## src/rtl/seg_pipeline_sequencer_if.sv

```systemverilog
// Stage-engine handshake bundle for seg_pipeline_sequencer: start/active pulses out,
// per-stage completion pulses back.
interface seg_pipeline_sequencer_if #(
    parameter int NUM_STAGES = 3
);
    logic [NUM_STAGES-1:0] stage_start;
    logic [NUM_STAGES-1:0] stage_active;
    logic [NUM_STAGES-1:0] stage_done;

    modport master (
        output stage_start,
        output stage_active,
        input  stage_done
    );

    modport slave (
        input  stage_start,
        input  stage_active,
        output stage_done
    );
endinterface

```

## src/rtl/seg_pipeline_sequencer.sv

```systemverilog
// Frame sequencer: chains NUM_STAGES stage engines with per-stage watchdog,
// free-running mode, abort and a completed-frame counter. All outputs registered.
module seg_pipeline_sequencer #(
    parameter int                   NUM_STAGES     = 3,
    parameter int                   TIMEOUT_W      = 24,
    parameter logic [TIMEOUT_W-1:0] TIMEOUT_CYCLES = {TIMEOUT_W{1'b1}},
    parameter int                   FRAME_CNT_W    = 16
) (
    input  logic                          clk,
    input  logic                          reset_n,
    input  logic                          start,
    input  logic                          continuous,
    input  logic                          abort,
    input  logic                          err_clear,
    seg_pipeline_sequencer_if.master      stg,
    output logic                          busy,
    output logic                          frame_done,
    output logic                          aborted,
    output logic                          error,
    output logic [$clog2(NUM_STAGES):0]   err_stage,
    output logic [FRAME_CNT_W-1:0]        frame_count,
    output logic [1:0]                    state_o
);

    localparam int ES_W = $clog2(NUM_STAGES) + 1;

    typedef enum logic [1:0] {
        S_IDLE  = 2'd0,
        S_RUN   = 2'd1,
        S_ERROR = 2'd2
    } state_t;

    state_t                 state_q, state_d;
    logic [ES_W-1:0]        idx_q, idx_d;
    logic [TIMEOUT_W-1:0]   timer_q, timer_d;
    logic [NUM_STAGES-1:0]  start_d, active_d;
    logic                   busy_d, fdone_d, abort_d, err_d;
    logic [ES_W-1:0]        err_stage_d;
    logic [FRAME_CNT_W-1:0] fcnt_d;
    logic                   done_hit, last_stage, timeout_hit;

    // stage_active is already one-hot on idx in RUN, so it masks the done bits directly
    assign done_hit    = |(stg.stage_done & stg.stage_active);
    assign last_stage  = (idx_q == ES_W'(NUM_STAGES - 1));
    assign timeout_hit = (TIMEOUT_CYCLES != '0) &&
                         (timer_q == TIMEOUT_CYCLES - TIMEOUT_W'(1));
    assign state_o     = state_q;

    always_comb begin
        state_d     = state_q;
        idx_d       = idx_q;
        timer_d     = timer_q;
        start_d     = '0;
        fdone_d     = 1'b0;
        abort_d     = 1'b0;
        err_d       = error;
        err_stage_d = err_stage;
        fcnt_d      = frame_count;
        case (state_q)
            S_IDLE: begin
                if (start && !abort) begin
                    state_d = S_RUN;
                    idx_d   = '0;
                    timer_d = '0;
                    start_d = NUM_STAGES'(1);
                end
            end
            S_RUN: begin
                if (abort) begin
                    state_d = S_IDLE;
                    idx_d   = '0;
                    abort_d = 1'b1;
                end else if (done_hit) begin
                    timer_d = '0;
                    if (last_stage) begin
                        fdone_d = 1'b1;
                        fcnt_d  = frame_count + FRAME_CNT_W'(1);
                        idx_d   = '0;
                        if (continuous) start_d = NUM_STAGES'(1);
                        else            state_d = S_IDLE;
                    end else begin
                        idx_d   = idx_q + ES_W'(1);
                        start_d = stg.stage_active << 1;
                    end
                end else if (timeout_hit) begin
                    state_d     = S_ERROR;
                    err_d       = 1'b1;
                    err_stage_d = idx_q;
                end else begin
                    timer_d = timer_q + TIMEOUT_W'(1);
                end
            end
            S_ERROR: begin
                if (err_clear) begin
                    state_d     = S_IDLE;
                    idx_d       = '0;
                    err_d       = 1'b0;
                    err_stage_d = '0;
                end
            end
            default: state_d = S_IDLE;
        endcase
        busy_d   = (state_d == S_RUN);
        active_d = (state_d == S_RUN) ? (NUM_STAGES'(1) << idx_d) : '0;
    end

    always_ff @(posedge clk) begin
        if (!reset_n) begin
            state_q          <= S_IDLE;
            idx_q            <= '0;
            timer_q          <= '0;
            stg.stage_start  <= '0;
            stg.stage_active <= '0;
            busy             <= 1'b0;
            frame_done       <= 1'b0;
            aborted          <= 1'b0;
            error            <= 1'b0;
            err_stage        <= '0;
            frame_count      <= '0;
        end else begin
            state_q          <= state_d;
            idx_q            <= idx_d;
            timer_q          <= timer_d;
            stg.stage_start  <= start_d;
            stg.stage_active <= active_d;
            busy             <= busy_d;
            frame_done       <= fdone_d;
            aborted          <= abort_d;
            error            <= err_d;
            err_stage        <= err_stage_d;
            frame_count      <= fcnt_d;
        end
    end

endmodule

```

## src/flat_wrapper.sv

```systemverilog
// flat-port wrapper written by rule: the top's interface ports become plain ports
module seg_pipeline_sequencer_flat 
#(
    parameter int                   NUM_STAGES     = 3,
    parameter int                   TIMEOUT_W      = 24,
    parameter logic [TIMEOUT_W-1:0] TIMEOUT_CYCLES = {TIMEOUT_W{1'b1}},
    parameter int                   FRAME_CNT_W    = 16
)
  (clk, reset_n, start, continuous, abort, err_clear, busy, frame_done, aborted, error, err_stage, frame_count, state_o, stg_stage_start, stg_stage_active, stg_stage_done);
  seg_pipeline_sequencer_if #(.NUM_STAGES(NUM_STAGES)) stg_i ();
  input  logic clk;
  input  logic reset_n;
  input  logic start;
  input  logic continuous;
  input  logic abort;
  input  logic err_clear;
  output logic busy;
  output logic frame_done;
  output logic aborted;
  output logic error;
  output logic [$clog2(NUM_STAGES):0] err_stage;
  output logic [FRAME_CNT_W-1:0] frame_count;
  output logic [1:0] state_o;
  output wire logic [$bits(stg_i.stage_start)-1:0] stg_stage_start;
  output wire logic [$bits(stg_i.stage_active)-1:0] stg_stage_active;
  input wire logic [$bits(stg_i.stage_done)-1:0] stg_stage_done;
  assign stg_stage_start = stg_i.stage_start;
  assign stg_stage_active = stg_i.stage_active;
  assign stg_i.stage_done = stg_stage_done;
  seg_pipeline_sequencer #(.NUM_STAGES(NUM_STAGES), .TIMEOUT_W(TIMEOUT_W), .TIMEOUT_CYCLES(TIMEOUT_CYCLES), .FRAME_CNT_W(FRAME_CNT_W)) u_core (.clk(clk), .reset_n(reset_n), .start(start), .continuous(continuous), .abort(abort), .err_clear(err_clear), .stg(stg_i), .busy(busy), .frame_done(frame_done), .aborted(aborted), .error(error), .err_stage(err_stage), .frame_count(frame_count), .state_o(state_o));
endmodule
```

## config.mk

```make
export PLATFORM = sky130hd
export DESIGN_NAME = seg_pipeline_sequencer_flat
export DESIGN_NICKNAME = d
export VERILOG_FILES = /design/src/rtl/seg_pipeline_sequencer_if.sv /design/src/rtl/seg_pipeline_sequencer.sv /design/src/flat_wrapper.sv
export SDC_FILE = /design/constraint.sdc
export NUM_CORES = 1
export LEC_CHECK = 0
export ABC_AREA = 1
export CORE_UTILIZATION = 65
export DETAILED_ROUTE_END_ITERATION = 8
export DONT_BUFFER_PORTS = 1
export PLACE_DENSITY = 0.87
export RECOVER_POWER = 25
export SLEW_MARGIN = 0
export SYNTH_ARGS = -nofsm -noshare
export SYNTH_HDL_FRONTEND = slang
export SYNTH_SLANG_ARGS = --single-unit
```

## constraint.sdc

```tcl
create_clock -name clk -period 2.8 [get_ports clk]
set_input_delay 0.7 -clock clk [delete_from_list [all_inputs] [get_ports clk]]
set_output_delay 0.7 -clock clk [all_outputs]
set_load 0.01 [all_outputs]
```

==> flow_metrics.py, run 1 <==
metrics = {
    "run_status": {
        "status": "finished with violations",
        "failed_checks": "capacitance limit, slew limit",
    },
    "worst_setup_path": {
        "critical_path_required_ns": 3.02,
        "worst_ep_arrival_time_ns": 2.30,
        "crit_chain": "nand2_1 > nand3_1 > nor2_2 > nand3_4 > nand2_8 > inv_6 > a21o_1 > nand2_1 > nor2_1",
        "cp_slowest_cell": "nand3_1",
        "cp_max_fo": 23,
        "startpoint_type": "flip-flop",
        "crit_type": "reg -> reg",
        "critPathBufInv": 1,
        "cp_common_cell": "nand2_1",
        "cp_slowest_stage_delay_ns": 0.44,
        "crit_family": "simple AND/OR/NAND/NOR gates",
        "endpoint_kind": "flip-flop",
    },
    "logic_synthesis": {
        "ys_seq_elements": 58,
        "synth.distinct_cells": 40,
        "yosys_warnings": 0,
        "netlist_top_cells_area": "dfxtp_1, nand2_1, nor2_1",
        "synthesis.instances": 483,
        "avgSynthCellArea_um2": 6.67,
        "syn_nets": 495,
        "synth_top_area_share_pct": 36.1,
        "yosysTopAreaCell": "dfxtp_1",
        "ys_seq_area_share_pct": 36.1,
        "synthesis.area_um2": 3220,
    },
    "grt": {
        "grt_first_pass_wirelength_um": 13400,
        "grt_usage_pct": 32.7,
        "antenna_found_initial": 0,
        "grt_pass1_vias": 3046,
        "grt_max_degree": 34,
        "grt.overflow.total": 0,
    },
    "timing": {
        "hold_viol": 0,
        "skew_ns": 0.00905,
        "whs_ns": 0.466,
        "maxSlewHeadroom_pct": -0.230,
        "setup_viol": 0,
        "fmax_mhz": 480,
        "rsz0062_at_grt": "false",
        "min_period_ns": 2.09,
        "fin_crit_sh_pct": 74.5,
        "finalMaxSlewViolations": 33,
        "worstMarginPinSlew_ns": 1.50,
        "tns_ns": 0,
        "finalWorstSetupSlack_ns": 0.715,
    },
    "flow_run": {
        "drv_cap": 1,
    },
    "power": {
        "swShare_pct": 22.1,
        "p_per_area_nw_per_um2": 509,
        "p_seq_share_pct": 47.6,
        "switchingPower_mw": 0.390,
        "p_leak_nw": 1.22,
        "pwr-share-comb_pct": 4.5,
        "p_int_mw": 1.37,
        "clock_power_share_pct": 47.9,
        "ir_worst_vdd_mv": 0.434,
    },
    "cells_and_area": {
        "drive_above_1_share_pct": 9.39,
        "utilization_pct": 72.8,
        "layout_commonest_cell": "nand2_1",
        "fin_nets": 497,
        "fillerInstances": 397,
        "area_growth_pct": 7.42,
        "num_antenna_cells": 0,
        "final_cell_mix": "nand2_1, nor2_1, dfxtp_1, inv_1, nand3_1",
    },
    "clock_tree": {
        "clkSinkCount": 58,
        "cts_tree": "done",
        "path_clk_slew_ns": 0.07,
        "numCtsBuffers": 9,
        "clockRootBuffer": "clkbuf_8",
        "htree_levels": 3,
        "clock_latency_ns": 0.33,
        "cts_resized": 0,
        "postCtsHoldBufs": 0,
        "cts_buffer_depth": 2,
        "cts_setup_buffers": 0,
    },
    "drt": {
        "drt-total-wl_um": 7740,
        "dr.pass1.iters": 5,
        "drc": 0,
        "vias": 3169,
        "viasPerCell": 5.69,
        "post_drt_wl_per_cell_um": 13.9,
        "ant_nets": 0,
        "drt-initial-drc-count": 266,
    },
    "place": {
        "pre_cts_slack_ns": 0.437,
        "dpl.hpwl_um": 5640,
        "gp_congestion": 0.901,
        "portBuffers": 0,
    },
    "die": {
        "start_util_pct": 67.7,
        "core_area_um2": 4750,
        "fp.dieW_um": 72.4,
        "io_pins": 40,
        "die_y_um": 72.4,
        "dieArea_um2": 5240,
        "num_rows": 25,
    },
    "hold_path": {
        "min_path_type": "in -> reg",
    },
}
registers in the layout, summed over array words and instances (netlist names), 2 cells and up:
name	cells
u_core.err_stage	3
u_core.frame_count	16
u_core.idx_q	3
u_core.state_o	2
u_core.stg.stage_active	3
u_core.stg.stage_start	3
u_core.timer_q	24
Yosys cell counts, drive strengths merged:
master  instances
or2             3
xnor2           6
a21oi          37
inv            47
ha              3
nand2         133
o21ai          16
a21o            2
nand4          13
xor2            6
o21a            1
a211oi          1
nor2           82
and3            1
nor3           13
dfxtp          58
nor3b           1
clkbuf          5
buf             5
nand3          42
nor4            3
o21bai          3
clkinv          1
nand3b          1
metal layers:
metal / part of all wire, % / wire (um) / up-vias / track usage [%]
met5: 0 / 0 / - / 0
met4: 1.3 / 98 / 0 / 11.5
met3: 8.5 / 657 / 11 / 9.03
met2: 48 / 3710 / 144 / 53.8
met1: 42 / 3270 / 1450 / 41.1
li1: - / - / 1564 / -
power groups by stage:
stage | Combinational, mW | Sequential (mW) | Clock (mW)
floorplan | 0.0726 | 0.856 | 0
global route | 0.0888 | 0.840 | 0.891
global placement | 0.0772 | 0.857 | 0
CTS | 0.0791 | 0.839 | 0.854
finish | 0.0793 | 0.839 | 0.844
detailed placement | 0.0786 | 0.858 | 0
final cells by class:
class	instances	area (um^2)	area share (%)
clock inverter	5	77.6	2.24
timing repair buffer	1	3.75	0.108
sequential	58	1160	33.6
tap	67	83.8	2.42
inverter	48	185	5.35
multi-input combinational	367	1810	52.2
clock buffer	11	141	4.09
cells by family (layout without fill, tap and decap cells):
logic type      after synthesis  in the layout  synth area share (%)
buf+inv                      58             65                  7.85
fa+ha+maj                     3              3                  1.17
compound gates               60             60                  10.1
xor+xnor                     12             12                  3.26
simple gates                292            292                  41.6
flops                        58             58                  36.1
metrics by stage:
step / cell area, um^2 / instances / power (mW)
global placement: 3240 / 541 / 0.935
CTS: 3460 / 557 / 1.77
floorplan: 3220 / 483 / 0.929
detailed placement: 3240 / 541 / 0.936
global route: 3460 / 557 / 1.82
finish: 3460 / 557 / 1.76
path summary, 6_finish.rpt:
check,slack (ns),depth (start not counted),start,endpoint
min,0.47,2,reset_n,u_core.idx_q[0]
min reg2reg,0.51,2,u_core.timer_q[22],u_core.timer_q[22]
max reg2reg,0.71,9,u_core.stg.stage_active[1],u_core.timer_q[12]
max,0.71,9,u_core.stg.stage_active[1],u_core.timer_q[12]
Note: power is estimated with default switching activity, not from simulation.
==> inputs of run 2 (changes only) <==
CORE_UTILIZATION = 57   (was 65)
PLACE_DENSITY = 0.81   (was 0.87)
clock period = 1.8 ns   (was 2.8 ns; I/O delays follow)
==> run 2 against run 1 <==
- the run now ends clean
- setup slack worse by 0.62 ns
- flip-flop and latch count is the same
- count of clock-buffer cells in the layout unchanged
- power increased by 64%
- first-iteration DRC count increased by 6.8%
- critical path depth rose by 4
- clock skew rose by 0.0018 ns
- highest routed layer unchanged
==> flow_metrics.py, run 2 (synthesis gave the netlist of run 1 again) <==
metrics = {
    "drt": {
        "post_drt_wl_per_cell_um": 13.5,
        "vias": 3231,
        "ant_nets": 0,
        "dr.pass1.iters": 4,
        "drt-initial-drc-count": 284,
        "drt-total-wl_um": 7960,
        "viasPerCell": 5.49,
        "drc": 0,
    },
    "worst_setup_path": {
        "crit_chain": "inv_1 > ha_1 > nand2_1 > nor2_2 > nand2_2 > nor2_4 > nand3_4 > nand2_8 > inv_8 > nand3_1 > nand2_1 > nand2_1 > nor2_1",
        "critical_path_required_ns": 2.04,
        "crit_type": "reg -> reg",
        "cp_max_fo": 23,
        "startpoint_type": "flip-flop",
        "cp_slowest_stage_delay_ns": 0.34,
        "worst_ep_arrival_time_ns": 1.94,
        "cp_slowest_cell": "dfxtp_1",
        "cp_common_cell": "nand2_1",
        "endpoint_kind": "flip-flop",
    },
    "power": {
        "swShare_pct": 21.9,
        "p_per_area_nw_per_um2": 776,
        "power.total_mw": 2.89,
        "ir_worst_vdd_mv": 0.621,
        "p_int_mw": 2.26,
        "clock_power_share_pct": 49.6,
        "pwr-share-comb_pct": 5.2,
        "p_seq_share_pct": 45.1,
        "switchingPower_mw": 0.632,
        "p_leak_nw": 1.39,
    },
    "place": {
        "postPlaceCellArea_um2": 3410,
        "gp_congestion": 0.907,
        "portBuffers": 0,
        "dpl.hpwl_um": 5700,
    },
    "timing": {
        "min_period_ns": 1.71,
        "fmax_mhz": 586,
        "worstMarginPinSlew_ns": 0.387,
        "whs_ns": 0.206,
        "skew_ns": 0.0109,
        "finalMaxSlewViolations": 0,
        "hold_viol": 0,
        "setup_viol": 0,
        "maxSlewHeadroom_pct": 74.1,
        "fin_crit_sh_pct": 94.7,
    },
    "clock_tree": {
        "cts_buffer_depth": 2,
        "clockRootBuffer": "clkbuf_8",
        "clkSinkCount": 58,
        "htree_levels": 3,
        "clock_latency_ns": 0.35,
        "path_clk_slew_ns": 0.06,
        "cts_tree": "done",
        "numCtsBuffers": 9,
        "postCtsHoldBufs": 0,
    },
    "grt": {
        "grtUsageMet1_pct": 35.2,
        "antenna_found_initial": 0,
        "grt_pass1_vias": 3058,
        "grt_max_degree": 34,
        "use_met3_pct": 7.14,
        "grt_first_pass_wirelength_um": 13600,
        "top_usage_layer": "met2",
        "grt.overflow.total": 0,
        "grt_usage_pct": 28.8,
        "use_met2_pct": 46.8,
    },
    "die": {
        "io_pins": 40,
        "fp.dieW_um": 77.2,
        "start_util_pct": 58.8,
        "core_area_um2": 5470,
        "die_y_um": 77.2,
        "dieArea_um2": 5950,
        "num_rows": 27,
    },
    "cells_and_area": {
        "largest_reg_flops": 24,
        "area_growth_pct": 15.5,
        "regMostFlops": "u_core.timer_q",
        "layout_commonest_cell": "nand2_1",
        "fin_nets": 524,
        "reg.largest.list": "u_core.timer_q x24, u_core.frame_count x16",
        "final_area_um2": 3720,
        "drive_above_1_share_pct": 15.3,
        "final_cell_mix": "nand2_1, nor2_1, dfxtp_1, inv_1, nand3_1",
        "num_antenna_cells": 0,
    },
    "run_status": {
        "status": "finished, final reports clean",
    },
    "hold_path": {
        "min_path_type": "in -> reg",
    },
    "flow_run": {
        "drv_cap": 0,
    },
}
run 2: cell count changes in the layout (fill, tap and decap cells not counted), sizes merged:
cell,previous run,this run
buf,0,28
bufinv,2,3
clkbuf,12,11
clkinv,3,2
run 2: routing by layer:
metal,vias to the layer above,part of all wire [%]
met5,-,0
met4,0,2.8
met3,22,6.8
met2,111,47
met1,1478,44
li1,1620,-
run 2: cell type report:
cell class | instances | area (um^2)
fillers | 469 | 1750
clock inverters | 5 | 103
inverters | 48 | 188
flip-flops and latches | 58 | 1160
repair buffers | 28 | 214
multi-input cells | 367 | 1830
well taps | 72 | 90.1
clock buffers | 11 | 131
run 2: worst paths after layout:
check / from / end / slack, ns / cells past startpoint
setup / recovery: u_core.timer_q[0] / u_core.timer_q[20] / 0.09 / 13
hold / removal: reset_n / u_core.idx_q[0] / 0.21 / 2
setup reg to reg: u_core.timer_q[0] / u_core.timer_q[20] / 0.09 / 13
hold reg to reg: u_core.timer_q[0] / u_core.timer_q[0] / 0.51 / 2
run 2: power by group through the flow:
stage          combinational, mW  sequential, mW  clock [mW]
2_1_floorplan              0.113            1.33           0
3_3_place_gp               0.142            1.33           0
3_5_place_dp               0.144            1.33           0
4_1_cts                    0.144            1.30        1.44
5_1_grt                    0.165            1.30        1.51
6_report                   0.151            1.30        1.43
run 2: worst max-delay path, delay by kind of cell (launching register included):
kind                       cells  cell delay [ns]
DFF                            1             0.34
adders and majority gates      1             0.17
buffers and inverters          2             0.16
and+or+nand+nor               10             0.91
run 2: what timing repair did:
action | 4_1_cts | 5_1_grt
buffers inserted | 0 | 6
endpoints found under the setup margin | 0 | 16
gates resized for setup | 0 | 10
run 2: metrics by stage:
| stage | instances | worst slack (ns) | setup TNS (ns) | util [%] |
|---|---|---|---|---|
| finish | 589 | 0.0947 | 0 | 68.0 |
| global route | 589 | -0.00774 | -0.00898 | 68.0 |
| CTS | 583 | 0.0721 | 0 | 66.6 |
| detailed placement | 567 | 0.0970 | 0 | 62.3 |
| global placement | 567 | 0.0851 | 0 | 62.3 |
| floorplan | 483 | 0.263 | 0 | - |
==> inputs of run 3 (changes only) <==
ABC_AREA = default   (was 1)
CORE_UTILIZATION = 56   (was 57)
PLACE_DENSITY = 0.8   (was 0.81)
RECOVER_POWER = 100   (was 25)
==> run 3 against run 2 <==
- the run now ends with setup timing left
- setup slack lost 0.15 ns
- highest routed layer unchanged
- global-route usage shrank 1.5 points
- hold slack gained 0.023 ns
- die area shrank 13%
- critical path depth shrank 7
- area after synthesis shrank 15%
==> flow_metrics.py, run 3 <==
metrics = {
    "power": {
        "swShare_pct": 22.5,
        "pwr-share-comb_pct": 4.7,
        "p_leak_nw": 1.28,
        "p_per_area_nw_per_um2": 743,
        "switchingPower_mw": 0.598,
        "ir_worst_vdd_mv": 0.714,
        "p_int_mw": 2.05,
        "clock_power_share_pct": 46.4,
        "p_seq_share_pct": 48.9,
    },
    "clock_tree": {
        "path_clk_slew_ns": 0.07,
        "cts_tree": "done",
        "cts_buffer_depth": 2,
        "clockRootBuffer": "clkbuf_8",
        "postCtsHoldBufs": 0,
        "clock_latency_ns": 0.34,
        "numCtsBuffers": 9,
        "htree_levels": 3,
        "clkSinkCount": 58,
    },
    "logic_synthesis": {
        "synth_common_cells": "dfxtp_1, nor2_1, xnor2_1, nand2_1, nand3_1",
        "synthesis.area_um2": 2750,
        "synthesis.instances": 319,
        "synth_edf_count": 0,
        "synth_top_area_share_pct": 42.3,
        "synth.distinct_cells": 53,
        "netlist_top_cells_area": "dfxtp_1, xnor2_1, nor2_1",
        "yosys_warnings": 0,
        "ys_seq_area_share_pct": 42.3,
        "syn_nets": 331,
        "synthFlopType": "dfxtp_1",
        "avgSynthCellArea_um2": 8.61,
        "yosysTopAreaCell": "dfxtp_1",
        "ys_seq_elements": 58,
        "yosysMostFrequentCell": "dfxtp_1",
        "ys_async_sr_fraction_pct": 0,
    },
    "drt": {
        "post_drt_wl_per_cell_um": 16.5,
        "viasPerCell": 5.91,
        "drc": 0,
        "dr.pass1.iters": 5,
        "vias": 2626,
        "ant_nets": 0,
        "drt-total-wl_um": 7300,
        "drt-initial-drc-count": 188,
    },
    "worst_setup_path": {
        "worst_ep_arrival_time_ns": 2.12,
        "reg2reg_from": "u_core.state_o[1]",
        "critical_path_required_ns": 2.06,
        "startpoint_type": "flip-flop",
        "critPathLaunch": "u_core.state_o[1]",
        "crit_type": "reg -> reg",
        "cp_max_fo": 10,
        "endpoint_kind": "flip-flop",
    },
    "cells_and_area": {
        "drive_above_1_share_pct": 28.6,
        "reg.largest.list": "u_core.timer_q x24, u_core.frame_count x16",
        "regMostFlops": "u_core.timer_q",
        "final_area_um2": 3570,
        "fillerInstances": 327,
        "largest_reg_flops": 24,
        "stdcell_count": 444,
        "final_cell_mix": "dfxtp_1, buf_4, nor2_1, xnor2_1, nand2_1",
        "fin_nets": 384,
        "layout_commonest_cell": "dfxtp_1",
        "area_growth_pct": 30.0,
        "num_antenna_cells": 0,
    },
    "die": {
        "num_rows": 25,
        "die_y_um": 72.0,
        "fp.dieW_um": 72.0,
        "io_pins": 40,
        "dieArea_um2": 5190,
        "core_area_um2": 4720,
        "start_util_pct": 58.1,
    },
    "timing": {
        "min_period_ns": 1.86,
        "tns_ns": -0.314,
        "rsz0062_at_grt": "true",
        "finalMaxSlewViolations": 0,
        "fin_crit_sh_pct": 103,
        "whs_ns": 0.230,
        "fmax_mhz": 538,
        "finalWorstSetupSlack_ns": -0.0602,
        "skew_ns": 0.00742,
        "maxSlewHeadroom_pct": 65.6,
        "hold_viol": 0,
        "worstMarginPinSlew_ns": 0.513,
        "setup_viol": 11,
    },
    "hold_path": {
        "min_path_type": "in -> reg",
        "hold_start": "reset_n",
    },
    "grt": {
        "grt_pass1_vias": 2432,
        "grt.overflow.total": 0,
        "grt_first_pass_wirelength_um": 10900,
        "antenna_found_initial": 0,
        "grt_usage_pct": 27.3,
        "grt_max_degree": 41,
    },
    "place": {
        "dp_cells": 426,
        "dpl.hpwl_um": 4550,
        "postPlaceCellArea_um2": 3220,
        "gp_congestion": 0.896,
        "portBuffers": 0,
        "pre_cts_slack_ns": -0.203,
    },
    "run_status": {
        "failed_checks": "setup timing",
        "status": "finished with violations",
    },
    "flow_run": {
        "drv_cap": 0,
    },
}
run 3: cell count changes in the layout (fill, tap and decap cells not counted), sizes merged, moves of 18 or more:
cell,before,now
nand2,133,24
xnor2,6,24
a21oi,37,7
nor2,82,31
nand3,42,20
and2,0,18
inv,47,10
run 3: power by group through the flow:
stage | logic [mW] | clock network [mW] | registers (mW)
3_5_place_dp | 0.115 | 0 | 1.33
4_1_cts | 0.117 | 1.24 | 1.30
6_report | 0.124 | 1.23 | 1.30
5_1_grt | 0.133 | 1.30 | 1.30
2_1_floorplan | 0.0768 | 0 | 1.33
3_3_place_gp | 0.113 | 0 | 1.33
run 3: area by class of cell:
| type | instances | area [um^2] | area share [%] |
|---|---|---|---|
| clock inverter | 5 | 52.6 | 1.47 |
| multi-input combinational | 240 | 1700 | 47.7 |
| tap | 67 | 83.8 | 2.35 |
| sequential | 58 | 1170 | 32.7 |
| inverter | 10 | 37.5 | 1.05 |
| timing repair buffer | 53 | 372 | 10.4 |
| clock buffer | 11 | 151 | 4.24 |
run 3: worst paths after layout:
kind	end	slack (ns)	depth (start not counted)
max reg2reg	u_core.timer_q[19]	-0.06	6
max	u_core.timer_q[19]	-0.06	6
min	u_core.frame_count[15]	0.23	1
min reg2reg	u_core.timer_q[8]	0.52	2
run 3: through the flow:
step	util, %	power [mW]
2_1_floorplan	-	1.41
3_3_place_gp	68.2	1.44
3_5_place_dp	68.2	1.44
4_1_cts	73.1	2.65
5_1_grt	75.6	2.73
6_report	75.6	2.65
run 3: critical path: stages (launching register included):
cell and delay (ns):
dfxtp_2 0.32, buf_4 0.17, nor2_1 0.13, and4bb_2 0.30, nand4_1 0.26, or3_1 0.39
a21oi_1 0.21
run 3: layer usage:
metal	share of wire [%]	vias to the layer above	global-route usage (%)
met5	0	-	0
met1	43	1267	33.0
li1	-	1239	-
met2	49	105	44.1
met4	2.1	0	14.8
met3	6.3	15	7.50
run 3: timing repair:
item | in CTS | in global routing
resized for setup | 7 | 36
pin swaps | 9 | 10
setup endpoints to repair | 20 | 42
buffers inserted | 1 | 1
cloned | 0 | 1
run 3: cell families (layout without fill, tap and decap cells):
kind of cell / after synthesis / in the layout / share of synthesized area, %
flip-flops: 58 / 58 / 42.3
buffers and inverters: 22 / 79 / 3.46
AND/OR/NAND/NOR: 159 / 160 / 32.3
multiplexers: 2 / 2 / 0.729
adder cells (fa/ha/maj): 3 / 3 / 1.37
AO/OA/AOI/OAI: 49 / 49 / 11.6
XOR/XNOR: 26 / 26 / 8.29
